--- src/rtl/vga_pkg.sv ---
// Shared VGA constants and the timing bundle carried through every draw stage.
// Missile geometry lives here so the missile controller and this overlay agree on it.
package vga_pkg;
   localparam int H_ACTIVE = 1024;
   localparam int V_ACTIVE = 768;
   localparam int CNT_W    = 11;
   localparam int RGB_W    = 12;

   localparam int M_WIDTH  = 4;
   localparam int M_HEIGHT = 16;
   localparam int X_OFFSET = 22;
   localparam int TIP_ROWS = 4;

   typedef struct packed {
      logic [CNT_W-1:0] hcount;
      logic [CNT_W-1:0] vcount;
      logic             hsync;
      logic             vsync;
      logic             hblnk;
      logic             vblnk;
      logic [RGB_W-1:0] rgb;
   } vga_bus_t;
endpackage

--- src/rtl/vga_delay.sv ---
// N-stage register for the VGA timing bundle, synchronously cleared to zero.
module vga_delay
   import vga_pkg::*;
#(
   parameter int N = 1
) (
   input  logic             pclk,
   input  logic             rst,
   input  logic [CNT_W-1:0] hcount_in,
   input  logic [CNT_W-1:0] vcount_in,
   input  logic             hsync_in,
   input  logic             vsync_in,
   input  logic             hblnk_in,
   input  logic             vblnk_in,
   input  logic [RGB_W-1:0] rgb_in,
   output logic [CNT_W-1:0] hcount_out,
   output logic [CNT_W-1:0] vcount_out,
   output logic             hsync_out,
   output logic             vsync_out,
   output logic             hblnk_out,
   output logic             vblnk_out,
   output logic [RGB_W-1:0] rgb_out
);
   vga_bus_t r_pipe [N];
   vga_bus_t w_in;

   assign w_in = '{hcount: hcount_in, vcount: vcount_in, hsync: hsync_in,
                   vsync: vsync_in, hblnk: hblnk_in, vblnk: vblnk_in, rgb: rgb_in};

   always_ff @(posedge pclk) begin
      if (rst) begin
         for (int i = 0; i < N; i++) r_pipe[i] <= '0;
      end else begin
         r_pipe[0] <= w_in;
         for (int i = 1; i < N; i++) r_pipe[i] <= r_pipe[i-1];
      end
   end

   assign hcount_out = r_pipe[N-1].hcount;
   assign vcount_out = r_pipe[N-1].vcount;
   assign hsync_out  = r_pipe[N-1].hsync;
   assign vsync_out  = r_pipe[N-1].vsync;
   assign hblnk_out  = r_pipe[N-1].hblnk;
   assign vblnk_out  = r_pipe[N-1].vblnk;
   assign rgb_out    = r_pipe[N-1].rgb;
endmodule

--- src/rtl/draw_missile.sv ---
// Overlays the player's missile on the pixel stream with a fixed 2-cycle latency.
// Missile position is latched once per frame at the rising edge of vblank to avoid tearing.
module draw_missile
   import vga_pkg::*;
#(
   parameter int          M_WIDTH    = vga_pkg::M_WIDTH,
   parameter int          M_HEIGHT   = vga_pkg::M_HEIGHT,
   parameter int          X_OFFSET   = vga_pkg::X_OFFSET,
   parameter int          TIP_ROWS   = vga_pkg::TIP_ROWS,
   parameter logic [11:0] BODY_COLOR = 12'hF80,
   parameter logic [11:0] TIP_COLOR  = 12'hFFF
) (
   input  logic        pclk,
   input  logic        rst,
   input  logic [10:0] hcount_in,
   input  logic [10:0] vcount_in,
   input  logic        hsync_in,
   input  logic        vsync_in,
   input  logic        hblnk_in,
   input  logic        vblnk_in,
   input  logic [11:0] rgb_in,
   input  logic [11:0] xpos_in,
   input  logic [11:0] ypos_in,
   input  logic        on_in,
   output logic [10:0] hcount_out,
   output logic [10:0] vcount_out,
   output logic        hsync_out,
   output logic        vsync_out,
   output logic        hblnk_out,
   output logic        vblnk_out,
   output logic [11:0] rgb_out
);
   logic [11:0] r_x_l;
   logic [11:0] r_y_l;
   logic        r_on_l;
   logic        r_vblnk_d;
   logic        r_hit_s1;
   logic        r_tip_s1;

   logic [10:0] w_hcount_s1;
   logic [10:0] w_vcount_s1;
   logic        w_hsync_s1;
   logic        w_vsync_s1;
   logic        w_hblnk_s1;
   logic        w_vblnk_s1;
   logic [11:0] w_rgb_s1;
   logic [11:0] w_rgb_mux;

   logic [12:0] w_h;
   logic [12:0] w_v;
   logic [12:0] w_x_lo;
   logic [12:0] w_x_hi;
   logic [12:0] w_y_lo;
   logic [12:0] w_y_hi;
   logic [12:0] w_dy;
   logic        w_in_x;
   logic        w_in_y;
   logic        w_tip;

   always_ff @(posedge pclk) begin
      if (rst) begin
         r_x_l     <= '0;
         r_y_l     <= '0;
         r_on_l    <= 1'b0;
         r_vblnk_d <= 1'b0;
      end else begin
         r_vblnk_d <= vblnk_in;
         if (vblnk_in && !r_vblnk_d) begin
            r_x_l  <= xpos_in;
            r_y_l  <= ypos_in;
            r_on_l <= on_in;
         end
      end
   end

   // 13-bit arithmetic: a rectangle past the right/bottom edge is clipped, never wrapped.
   assign w_h    = {2'b00, hcount_in};
   assign w_v    = {2'b00, vcount_in};
   assign w_x_lo = {1'b0, r_x_l} + 13'(X_OFFSET);
   assign w_x_hi = w_x_lo + 13'(M_WIDTH);
   assign w_y_lo = {1'b0, r_y_l};
   assign w_y_hi = w_y_lo + 13'(M_HEIGHT);
   assign w_dy   = w_v - w_y_lo;
   assign w_in_x = (w_h >= w_x_lo) && (w_h < w_x_hi);
   assign w_in_y = (w_v >= w_y_lo) && (w_v < w_y_hi);
   assign w_tip  = w_in_y && (w_dy < 13'(TIP_ROWS));

   always_ff @(posedge pclk) begin
      if (rst) begin
         r_hit_s1 <= 1'b0;
         r_tip_s1 <= 1'b0;
      end else begin
         r_hit_s1 <= r_on_l && w_in_x && w_in_y && !hblnk_in && !vblnk_in;
         r_tip_s1 <= w_tip;
      end
   end

   vga_delay #(.N(1)) u_stage1 (
      .pclk(pclk), .rst(rst),
      .hcount_in(hcount_in), .vcount_in(vcount_in),
      .hsync_in(hsync_in), .vsync_in(vsync_in),
      .hblnk_in(hblnk_in), .vblnk_in(vblnk_in), .rgb_in(rgb_in),
      .hcount_out(w_hcount_s1), .vcount_out(w_vcount_s1),
      .hsync_out(w_hsync_s1), .vsync_out(w_vsync_s1),
      .hblnk_out(w_hblnk_s1), .vblnk_out(w_vblnk_s1), .rgb_out(w_rgb_s1)
   );

   assign w_rgb_mux = r_hit_s1 ? (r_tip_s1 ? TIP_COLOR : BODY_COLOR) : w_rgb_s1;

   vga_delay #(.N(1)) u_stage2 (
      .pclk(pclk), .rst(rst),
      .hcount_in(w_hcount_s1), .vcount_in(w_vcount_s1),
      .hsync_in(w_hsync_s1), .vsync_in(w_vsync_s1),
      .hblnk_in(w_hblnk_s1), .vblnk_in(w_vblnk_s1), .rgb_in(w_rgb_mux),
      .hcount_out(hcount_out), .vcount_out(vcount_out),
      .hsync_out(hsync_out), .vsync_out(vsync_out),
      .hblnk_out(hblnk_out), .vblnk_out(vblnk_out), .rgb_out(rgb_out)
   );
endmodule

--- config.mk ---
export PLATFORM = sky130hd
export DESIGN_NAME = draw_missile
export DESIGN_NICKNAME = d
export VERILOG_FILES = /design/src/rtl/vga_pkg.sv /design/src/rtl/vga_delay.sv /design/src/rtl/draw_missile.sv
export SDC_FILE = /design/constraint.sdc
export NUM_CORES = 1
export LEC_CHECK = 0
export BUFFER_PORTS_ARGS = -buffer_cell sky130_fd_sc_hd__buf_4
export CORE_MARGIN = 3
export CORE_UTILIZATION = 25
export CTS_BUF_LIST = sky130_fd_sc_hd__clkbuf_8 sky130_fd_sc_hd__clkbuf_16
export CTS_CLUSTER_DIAMETER = 100
export DETAILED_ROUTE_END_ITERATION = 8
export PLACE_DENSITY = 0.55
export SLEW_MARGIN = 20
export SYNTH_ARGS = -nofsm -noshare
export SYNTH_HDL_FRONTEND = slang
export SYNTH_HIERARCHICAL = 1
export SYNTH_SLANG_ARGS = --single-unit
export TNS_END_PERCENT = 1
--- constraint.sdc ---
create_clock -name pclk -period 2.6 [get_ports pclk]
set_input_delay 0 -clock pclk [delete_from_list [all_inputs] [get_ports pclk]]
set_output_delay 0 -clock pclk [all_outputs]
set_load 0.02 [all_outputs]
# ---- Yosys cells after proc, flatten, opt, wreduce, memory -nomap -nowiden
# Memories as Yosys holds them, arrays and structs flattened.
# Index checks and enable logic that the tools add are counted.
dict set report word_totals {
  regBits 28
  in_bits 65
  word_cells 39
  n_memories 2
  mem_bits_rw 76
  output_inout_bits 38
}
# memory words width rd rd_clocked_by_memory_dff write_ports line
set mem_list {}
lappend mem_list {u_stage1.r_pipe 1 38 1 0 1 vga_delay.sv:24} ;# vga_bus_t r_pipe [N];
lappend mem_list {u_stage2.r_pipe 1 38 1 0 1 vga_delay.sv:24}
dict set report op_classes {
  add_sub_neg 4
  magnitude_cmp 5
  mux 9
  n_reduce_logical 13
}
# op n
set op_table {}
lappend op_table {{$mux 38} 2}
lappend op_table {{$reduce_or 38->1} 2}
lappend op_table {{$add 12x5->13 const B} 2}
lappend op_table {{$lt 11x13->1} 2}
lappend op_table {{$add 13x3->13 const B} 1}
lappend op_table {{$ge 11x13->1} 1}
lappend op_table {{$lt 13x3->1 const B} 1}
lappend op_table {{$sub 11x12->13} 1}
lappend op_table {{$ge 11x12->1} 1}
lappend op_table {{$mux 12} 1}
lappend op_table {{$logic_and 1x1->1} 8}
lappend op_table {{$mux 7} 1}
lappend op_table {{$mux 1} 5}
lappend op_table {{$logic_not 1->1} 3}

# ---- Depth between registers and ports, before layout
# Gate-level depths: netlist of run 1.
dict set report depth {
  word_depth 8
  ltp_mapped 15
  depth_no_buf 14
}

# ---- Modules after synthesis
# Netlist of run 1, hierarchy kept.
# mod n_inst cells_per_inst area_each_um2 seq_area_each_um2
set modules_own_cells {}
lappend modules_own_cells {draw_missile 1 375 2796.4 560.5}
lappend modules_own_cells {vga_delay 2 80 1212.4 760.7}

# ---- Least setup slack after synthesis of run 1
# OpenSTA, ideal clock, no wires.
dict set report synth_path {
  path_type {reg-to-reg}
  startpoint {register r_x_l[1]}
  endpoint {register r_hit_s1}
  t_required_ns 2.512
  setup_ns 0.088
  path_stages_with_launch 13
  slack_ns -0.124
  period_less_slack_ns 2.724
  n_path_buf 0
  t_arrival_ns 2.636
  cell_sequence {dfxtp_1 -> nor2_1 -> or3b_2 -> a211oi_2 -> nor2_1 -> nor3b_1 -> xor2_1 -> ha_1 -> a41oi_1 -> o21ai_0 -> and3_1 -> o22a_1 -> nor4_2}
}
dict set report synth_between {
  elab_chain_len 8
  elab_cells_between_ends 9
  cone_classes {add/sub: 2; order compare: 2; reduce/logical: 5}
}
# item line
set synth_lines {}
lappend synth_lines {{from (decl)} draw_missile.sv:33} ;# logic [11:0] r_x_l;
lappend synth_lines {{from (signal assigned)} draw_missile.sv:69} ;# r_x_l <= xpos_in;
lappend synth_lines {{$add 12x5->13 (*)} draw_missile.sv:79} ;# assign w_x_lo = {1'b0, r_x_l} + 13'(X_OFFSET);
lappend synth_lines {{$add 13x3->13} draw_missile.sv:80} ;# assign w_x_hi = w_x_lo + 13'(M_WIDTH);
lappend synth_lines {{$lt 11x13->1} draw_missile.sv:84} ;# assign w_in_x = (w_h >= w_x_lo) && (w_h < w_x_hi);
lappend synth_lines {{$logic_and 1x1->1 (*)} draw_missile.sv:84}
lappend synth_lines {{$logic_and 1x1->1 (*) (4 in a row)} draw_missile.sv:93} ;# r_hit_s1 <= r_on_l && w_in_x && w_in_y && !hblnk_in && !vblnk_in;
lappend synth_lines {{to (signal assigned)} draw_missile.sv:93}
lappend synth_lines {{to (decl)} draw_missile.sv:37} ;# logic r_hit_s1;
# Every way passes the cells marked *; elsewhere a longest branch is shown, timed or not.
# A chain may end at the register's enable or synchronous reset.

# ---- Worst setup path in the final report of run 1
# Ends and elaborated chain as after synthesis.

==> summary.txt, run 1 <==
Status
  – Status: finished with violations
  – Failing checks: negative setup slack

Final layout
  – Number of fill cells: 2026
  – Area Overhead vs Synth: 43.71%
  – Post-route insts no fill: 1000
  – Sequential cell area: 2085 um2
  – # diodes: 0
  – Fraction of layout cells with a size suffix above 1: 0.3096
  – Final nets: 829
  – Area of the multi-input gates: 2914 um2
  – Layout Utilization: 0.3685

Floorplan
  – Die ar.: 22650 um2
  – Initial Utilization: 0.2564
  – IO Pins: 103
  – Core area: 20360 um2
  – Core Rows: 52
  – Die W: 150.5 um
  – Die Height: 150.5 um

Global routing
  – Total GRT Usage: 0.1103
  – Global-route wire length before repair: 19870 um
  – Vias in the first global route: 4019
  – GR Overflow Total: 0
  – Largest net degree at the start of global routing: 51
  – Initial antenna violation count: 0

STA
  – Setup Skew: 0.01063 ns
  – Final Worst Setup Slack: -0.01923 ns
  – Fin. max-slew vios: 0
  – Final hold vios: 0
  – Slew headroom: 0.4138
  – Hold Worst Slack: 0.2248 ns
  – Fmax: 0.3818 GHz
  – Tmin final: 2.619 ns
  – Period Utilization, post-route: 1.007
  – Actual slew at the worst max-slew pin: 0.8794 ns
  – Final setup fails: 1
  – RSZ-0062 raised after global routing: true

Run
  – MaxCap Viol Count: 0

Routing
  – Drt wl/cell: 12.10 um
  – DRT antenna net count: 0
  – Initial drt markers: 168
  – DRT Pass-1 Iters: 4
  – Drt total wl: 12100 um
  – Vias per inst: 4.100
  – Detailed-route via count: 4100
  – Drt drc: 0

Yosys
  – Post-synth ARST share: 0
  – Register area share after synthesis: 0.3988
  – Synth Flop Type: dfxtp_1
  – Cell with the most instances after synthesis: dfxtp_1
  – Number of enable flip-flop cells after synthesis: 0
  – Area leader, netlist: dfxtp_1
  – Largest cells by area after synthesis: dfxtp_1, nor2b_4, ha_1, nand2_1, a21oi_1
  – Ys Warns: 6
  – Largest family of logic cells by synthesized area: simple AND/OR/NAND/NOR gates
  – Post-synthesis mux area share: 0.005751
  – Compound-gate portion of the synthesized area: 0.1256
  – Syn Nets: 639
  – Post-synth top cells: dfxtp_1, nand2_1, nor2b_4
  – Mapped cell area: 5221 um2
  – Seq cells post-synth: 104
  – Post-Synthesis Cells: 535
  – Synth Area per Inst: 9.759 um2
  – Xor/xnor share of the synthesized area: 0.03690
  – Adder-cell share of the synthesized area: 0.09346
  – Area share of the largest cell type after synthesis: 0.3988
  – Synth unique cells: 62
  – Synth Area in Simple Gates: 0.2741

Critical path
  – Critical path, cell by cell: nor2_1 -> or3b_4 -> a211oi_4 -> nor2_4 -> nor3b_2 -> xor2_1 -> ha_1 -> a41oi_2 -> o21ai_1 -> and3_1 -> o22a_1 -> nor4_2
  – CP top delay family: simple AND/OR/NAND/NOR gates
  – R2R Setup Slk: -0.02 ns
  – CP endpoint kind: flop
  – CP max FO: 4
  – RR Startpoint: r_x_l[1]$_SDFFE_PP0P_
  – CP Data Required Time: 2.87 ns
  – Buffer and inverter count on the worst path: 0
  – Worst EP arrival: 2.89 ns
  – Slowest cell on the critical path: or3b_4
  – Type of origin of the critical path: flop
  – Cell count of the worst reg-to-reg path: 12
  – R2R Path End: r_hit_s1$_SDFF_PP0_
  – CP Class: flop to flop
  – Worst path max stage delay: 0.38 ns

Clock tree
  – H-tree depth: 3
  – Clock transition at the registers of the reported paths: 0.08 ns
  – Clock buffer depth: 2
  – CTS tree: built
  – CTS Root Cell: clkbuf_16
  – Clk_lat worst skew: 0.35 ns
  – Total CTS buffers: 9
  – Clock sinks: 104

Power and ir drop
  – Leakage: 3.250 nW
  – VDD IR max: 0.0002961 V
  – Power Total: 3.933 mW
  – Pwr dens: 524.1 nW/um2

Hold path
  – Cells on Worst Hold Path: 6
  – Min-Delay Endpoint: r_hit_s1$_SDFF_PP0_
  – Hold Path Class: primary input to flop
  – Hold path startpoint: hcount_in[10]

Placement
  – Routability cong.: 0.7873
  – IO Port Bufs: 102
  – Dpl hpwl: 8886 um
  – Dpl cells: 916
## per-layer routing
metal / up-vias / share of wire / global-route usage
li1: 2173 / - / -
met1: 1839 / 0.50 / 0.1502
met2: 77 / 0.44 / 0.1743
met3: 11 / 0.047 / 0.02800
met4: 0 / 0.011 / 0.02882
met5: - / 0 / 0
## logic make-up after synthesis
logic type | Yosys count
flops | 104
fa+ha+maj | 39
xor+xnor | 22
mux | 3
buf+inv | 64
compound gates | 103
simple gates | 200
## cells in the final DEF (no fill, tap or decap), drive strengths merged, types with 3 or more instances in the layout
cell type    Yosys  final
a21o             4      4
inv             38     41
nand2           62     62
nand4            5      5
a31oi            5      5
nor2            10     10
o21ai           21     21
ha              39     39
a211o            7      7
a21oi           38     38
o211ai           3      3
mux2i            3      3
nand3            6      6
clkbuf          10      9
and4             4      4
xnor2           12     12
or2              6      6
and2b           12     12
dlygate4sd3      0     67
nor2b           71     71
xor2            10     10
buf             16    138
nand2b           5      5
dfxtp          104    104
## worst register-to-register path, stage by stage (launching register included)
cell and delay, ns:
dfxtp_2 0.36, nor2_1 0.06, or3b_4 0.38, a211oi_4 0.29, nor2_4 0.07, nor3b_2 0.20
xor2_1 0.17, ha_1 0.28, a41oi_2 0.13, o21ai_1 0.08, and3_1 0.18, o22a_1 0.22
nor4_2 0.13
## metrics by stage
stage               TNS (ns)  setup slack, ns  cell area [um2]
detailed placement   -0.1418          -0.1418             6435
floorplan                  0          0.02622             5270
global route         -0.1754          -0.1754             7503
global placement    -0.03892         -0.03892             6435
finish              -0.01923         -0.01923             7503
CTS                 -0.02886         -0.02886             7491
## power by group
part           internal, mW  switching (mW)  total (mW)
sequential             1.67          0.0327        1.70
clock                 0.768           0.663        1.43
combinational         0.433           0.367       0.800
total                  2.87            1.06        3.93
## cell type report
type                       instances  share of cell area
multi-input combinational        367              0.3884
timing repair buffer             205              0.2279
clock inverter                     7             0.01184
inverter                          38             0.01901
clock buffer                       9             0.03001
tap                              270             0.04502
sequential                       104              0.2778
## repair_timing
item / 4_1_cts / 5_1_grt
hold endpoints to repair: 66 / 0
endpoints found under the setup margin: 1 / 2
setup buffers: 1 / 0
gates resized for setup: 11 / 4
pin swaps: 10 / 0
hold buffers: 67 / 0
## state kept, by name (all words and copies together) (netlist names)
register         flops
u_stage2/r_pipe     38
r_y_l               12
r_x_l               12
r_tip_s1             1
r_on_l               1
r_vblnk_d            1
r_hit_s1             1
u_stage1/r_pipe     38
## how the worst max path moves through the flow
stage / startpoint / end / slack [ns] / cells after the start
2_1_floorplan: r_x_l[6]$_SDFFE_PP0P_ / r_hit_s1$_SDFF_PP0_ / 0.03 / 12
6_report: r_x_l[1]$_SDFFE_PP0P_ / r_hit_s1$_SDFF_PP0_ / -0.02 / 12
4_1_cts: r_x_l[1]$_SDFFE_PP0P_ / r_hit_s1$_SDFF_PP0_ / -0.03 / 12
3_5_place_dp: r_x_l[1]$_SDFFE_PP0P_ / r_hit_s1$_SDFF_PP0_ / -0.14 / 13
5_1_grt: r_x_l[1]$_SDFFE_PP0P_ / r_hit_s1$_SDFF_PP0_ / -0.18 / 12
3_3_place_gp: r_x_l[1]$_SDFFE_PP0P_ / r_hit_s1$_SDFF_PP0_ / -0.04 / 12
No activity file was read; power rests on OpenSTA's default activity.
==> inputs of run 2 (changes only) <==
--- a/config.mk
+++ b/config.mk
@@ -6,12 +6,14 @@
 export NUM_CORES = 1
 export LEC_CHECK = 0
 export BUFFER_PORTS_ARGS = -buffer_cell sky130_fd_sc_hd__buf_4
+export CELL_PAD_IN_SITES_DETAIL_PLACEMENT = 1
+export CELL_PAD_IN_SITES_GLOBAL_PLACEMENT = 1
 export CORE_MARGIN = 3
 export CORE_UTILIZATION = 25
 export CTS_BUF_LIST = sky130_fd_sc_hd__clkbuf_8 sky130_fd_sc_hd__clkbuf_16
 export CTS_CLUSTER_DIAMETER = 100
 export DETAILED_ROUTE_END_ITERATION = 8
-export PLACE_DENSITY = 0.55
+export PLACE_DENSITY = 0.65
 export SLEW_MARGIN = 20
 export SYNTH_ARGS = -nofsm -noshare
 export SYNTH_HDL_FRONTEND = slang
==> summary.txt, run 2 (synthesis gave the netlist of run 1 again) <==
Routing
  – Drt drc: 0 (unchanged)
  – DRT Pass-1 Iters: 4 (unchanged)
  – DRT antenna net count: 0 (unchanged)
  – Detailed-route via count: 4265 (+4.0%)
  – Initial drt markers: 87 (-48%)
  – Vias per inst: 4.286 (+4.5%)
  – Drt total wl: 13950 um (+15%)
  – Drt wl/cell: 14.02 um (+16%)

Placement
  – IO Port Bufs: 102 (unchanged)
  – Dpl cells: 914 (-0.22%)
  – Post-DP Area: 6417 um2 (-0.27%)
  – DP Worst Slack: -0.1933 ns (-0.05145 ns)
  – Dpl hpwl: 10390 um (+17%)
  – Routability cong.: 0.8190 (+4.0%)

Floorplan
  – Core area: 20360 um2 (unchanged)
  – Die ar.: 22650 um2 (unchanged)
  – Die Height: 150.5 um (unchanged)
  – IO Pins: 103 (unchanged)
  – Core Rows: 52 (unchanged)
  – Initial Utilization: 0.2564 (unchanged)
  – Die W: 150.5 um (unchanged)

STA
  – RSZ-0062 raised after global routing: true
  – Hold Worst Slack: 0.1432 ns (-0.08161 ns)
  – Fmax: 0.3778 GHz (-1.0%)
  – Period Utilization, post-route: 1.018 (+0.01059)
  – Final Worst Setup Slack: -0.04677 ns (-0.02754 ns)
  – Actual slew at the worst max-slew pin: 0.9946 ns (+0.1152 ns)
  – Tmin final: 2.647 ns (+0.02754 ns)
  – Slew headroom: 0.3370 (-0.07681)
  – Final hold vios: 0 (unchanged)
  – Final setup fails: 1 (unchanged)
  – Fin. max-slew vios: 0 (unchanged)
  – Setup Skew: 0.005980 ns (-0.004653 ns)

Critical path
  – CP endpoint kind: flop
  – CP Data Required Time: 2.87 ns (about the same)
  – Worst path max stage delay: 0.36 ns (-0.02 ns)
  – CP Class: flop to flop
  – Cell count of the worst reg-to-reg path: 13 (+1)
  – Type of origin of the critical path: flop
  – Worst EP arrival: 2.91 ns (+0.02 ns)
  – Critical path, cell by cell: inv_1 -> ha_4 -> nand2b_1 -> buf_4 -> a31oi_2 -> and2_4 -> xor2_1 -> ha_1 -> a41oi_2 -> o21ai_1 -> and3_1 -> o22a_1 -> nor4_2
  – CP max FO: 8 (+4)
  – Slowest cell on the critical path: dfxtp_2

Hold path
  – Hold Path Class: primary input to flop
  – Cells on Worst Hold Path: 4 (-2)

Final layout
  – Most common cell after layout, fill and taps aside: buf_4
  – Fraction of layout cells with a size suffix above 1: 0.3172 (+0.007652)
  – Area Overhead vs Synth: 43.16%
  – Area of the multi-input gates: 2943 um2 (+0.99%)
  – Final Cell Area: 7475 um2 (-0.38%)
  – Top Registers: u_stage1/r_pipe: 38 flops, u_stage2/r_pipe: 38 flops
  – Post-route insts no fill: 995 (-0.50%)
  – Final nets: 824 (-0.60%)
  – Number of fill cells: 2313 (+14%)
  – Sequential cell area: 2087 um2 (+0.12%)
  – Most frequent cells in the layout: buf_4, dfxtp_1, dlygate4sd3_1, nand2_1, nor2b_4
  – # diodes: 0 (unchanged)

Clock tree
  – Clk_lat worst skew: 0.35 ns (about the same)
  – CTS Root Cell: clkbuf_16
  – Clock transition at the registers of the reported paths: 0.07 ns (about the same)
  – H-tree depth: 3 (unchanged)
  – Clock buffer depth: 2 (unchanged)
  – Clock sinks: 104 (unchanged)
  – CTS tree: built
  – Total CTS buffers: 9 (unchanged)

Global routing
  – Vias in the first global route: 4626 (+15%)
  – Initial antenna violation count: 0 (unchanged)
  – Global-route wire length before repair: 22600 um (+14%)
  – GR Overflow Total: 0 (unchanged)
  – Total GRT Usage: 0.1261 (+0.01578)
  – Largest net degree at the start of global routing: 52 (+2.0%)

Status
  – Failing checks: negative setup slack
  – Status: finished with violations

Power and ir drop
  – VDD IR max: 0.0002766 V (-6.6%)
  – Leakage: 3.230 nW (-0.61%)
  – Pwr dens: 522.9 nW/um2 (-0.23%)
  – Power Total: 3.908 mW (-0.62%)

Run
  – MaxCap Viol Count: 0 (unchanged)
## run 2: cell types whose count changed in the layout (fill, tap and decap cells not counted), sizes merged
| cell | delta |
|---|---|
| clkinv | -1 |
| dlygate4sd3 | -4 |
| inv | +1 |
| buf | -1 |
## run 2: final cells by class
type,instances,share of cell area
Timing Repair Buffer,200,0.2225
Tap cell,270,0.04520
Sequential cell,104,0.2792
Clock inverter,7,0.01021
Inverter,38,0.01908
Multi-Input combinational cell,367,0.3937
Clock buffer,9,0.03013
## run 2: stage by stage
| step | util | setup TNS (ns) |
|---|---|---|
| after floorplan | - | 0 |
| after global placement | 0.3151 | -0.06085 |
| after detailed placement | 0.3151 | -0.1933 |
| after CTS | 0.3651 | -0.03440 |
| after global routing | 0.3670 | -0.1819 |
| final | 0.3670 | -0.04677 |
## run 2: metal layers
layer	part of all wire	vias up	GRT usage	routed length, um
met2	0.51	75	0.2285	7124
met4	0.013	0	0.03614	185
li1	-	2158	-	-
met1	0.44	2019	0.1490	6083
met5	0	-	0	0
met3	0.040	13	0.02739	556
## run 2: final timing paths
path / from / end / slack [ns]
max: r_x_l[1]$_SDFFE_PP0P_ / r_hit_s1$_SDFF_PP0_ / -0.05
min reg2reg: u_stage1/r_pipe[0][35]$_SDFF_PP0_ / u_stage2/r_pipe[0][35]$_SDFF_PP0_ / 0.44
min: rst / r_tip_s1$_SDFF_PP0_ / 0.14
max reg2reg: r_x_l[1]$_SDFFE_PP0P_ / r_hit_s1$_SDFF_PP0_ / -0.05
## run 2: power breakdown
part / internal [mW] / total, mW / switching [mW]
Combinational: 0.428 / 0.814 / 0.387
Sequential: 1.67 / 1.71 / 0.0369
Clock: 0.756 / 1.39 / 0.631
Total: 2.85 / 3.91 / 1.05
## run 2: worst max-delay path, delay by kind of cell, from the launching register on
family	cells	cell delay, ns
xor gates and xnor gates	1	0.15
and+or+nand+nor	4	0.65
AOI/OAI and AO/OA	4	0.69
adders and majority gates	2	0.49
DFF	1	0.36
buffers and inverters	2	0.22
## run 2: repair_timing
action | in CTS | in global routing
gates resized for setup | 15 | 8
endpoints found under the setup margin | 1 | 2
gates cloned | 0 | 0
setup buffers | 0 | 2
pin swaps | 4 | 6
hold buffers | 63 | 0
endpoints found under the hold margin | 64 | 0
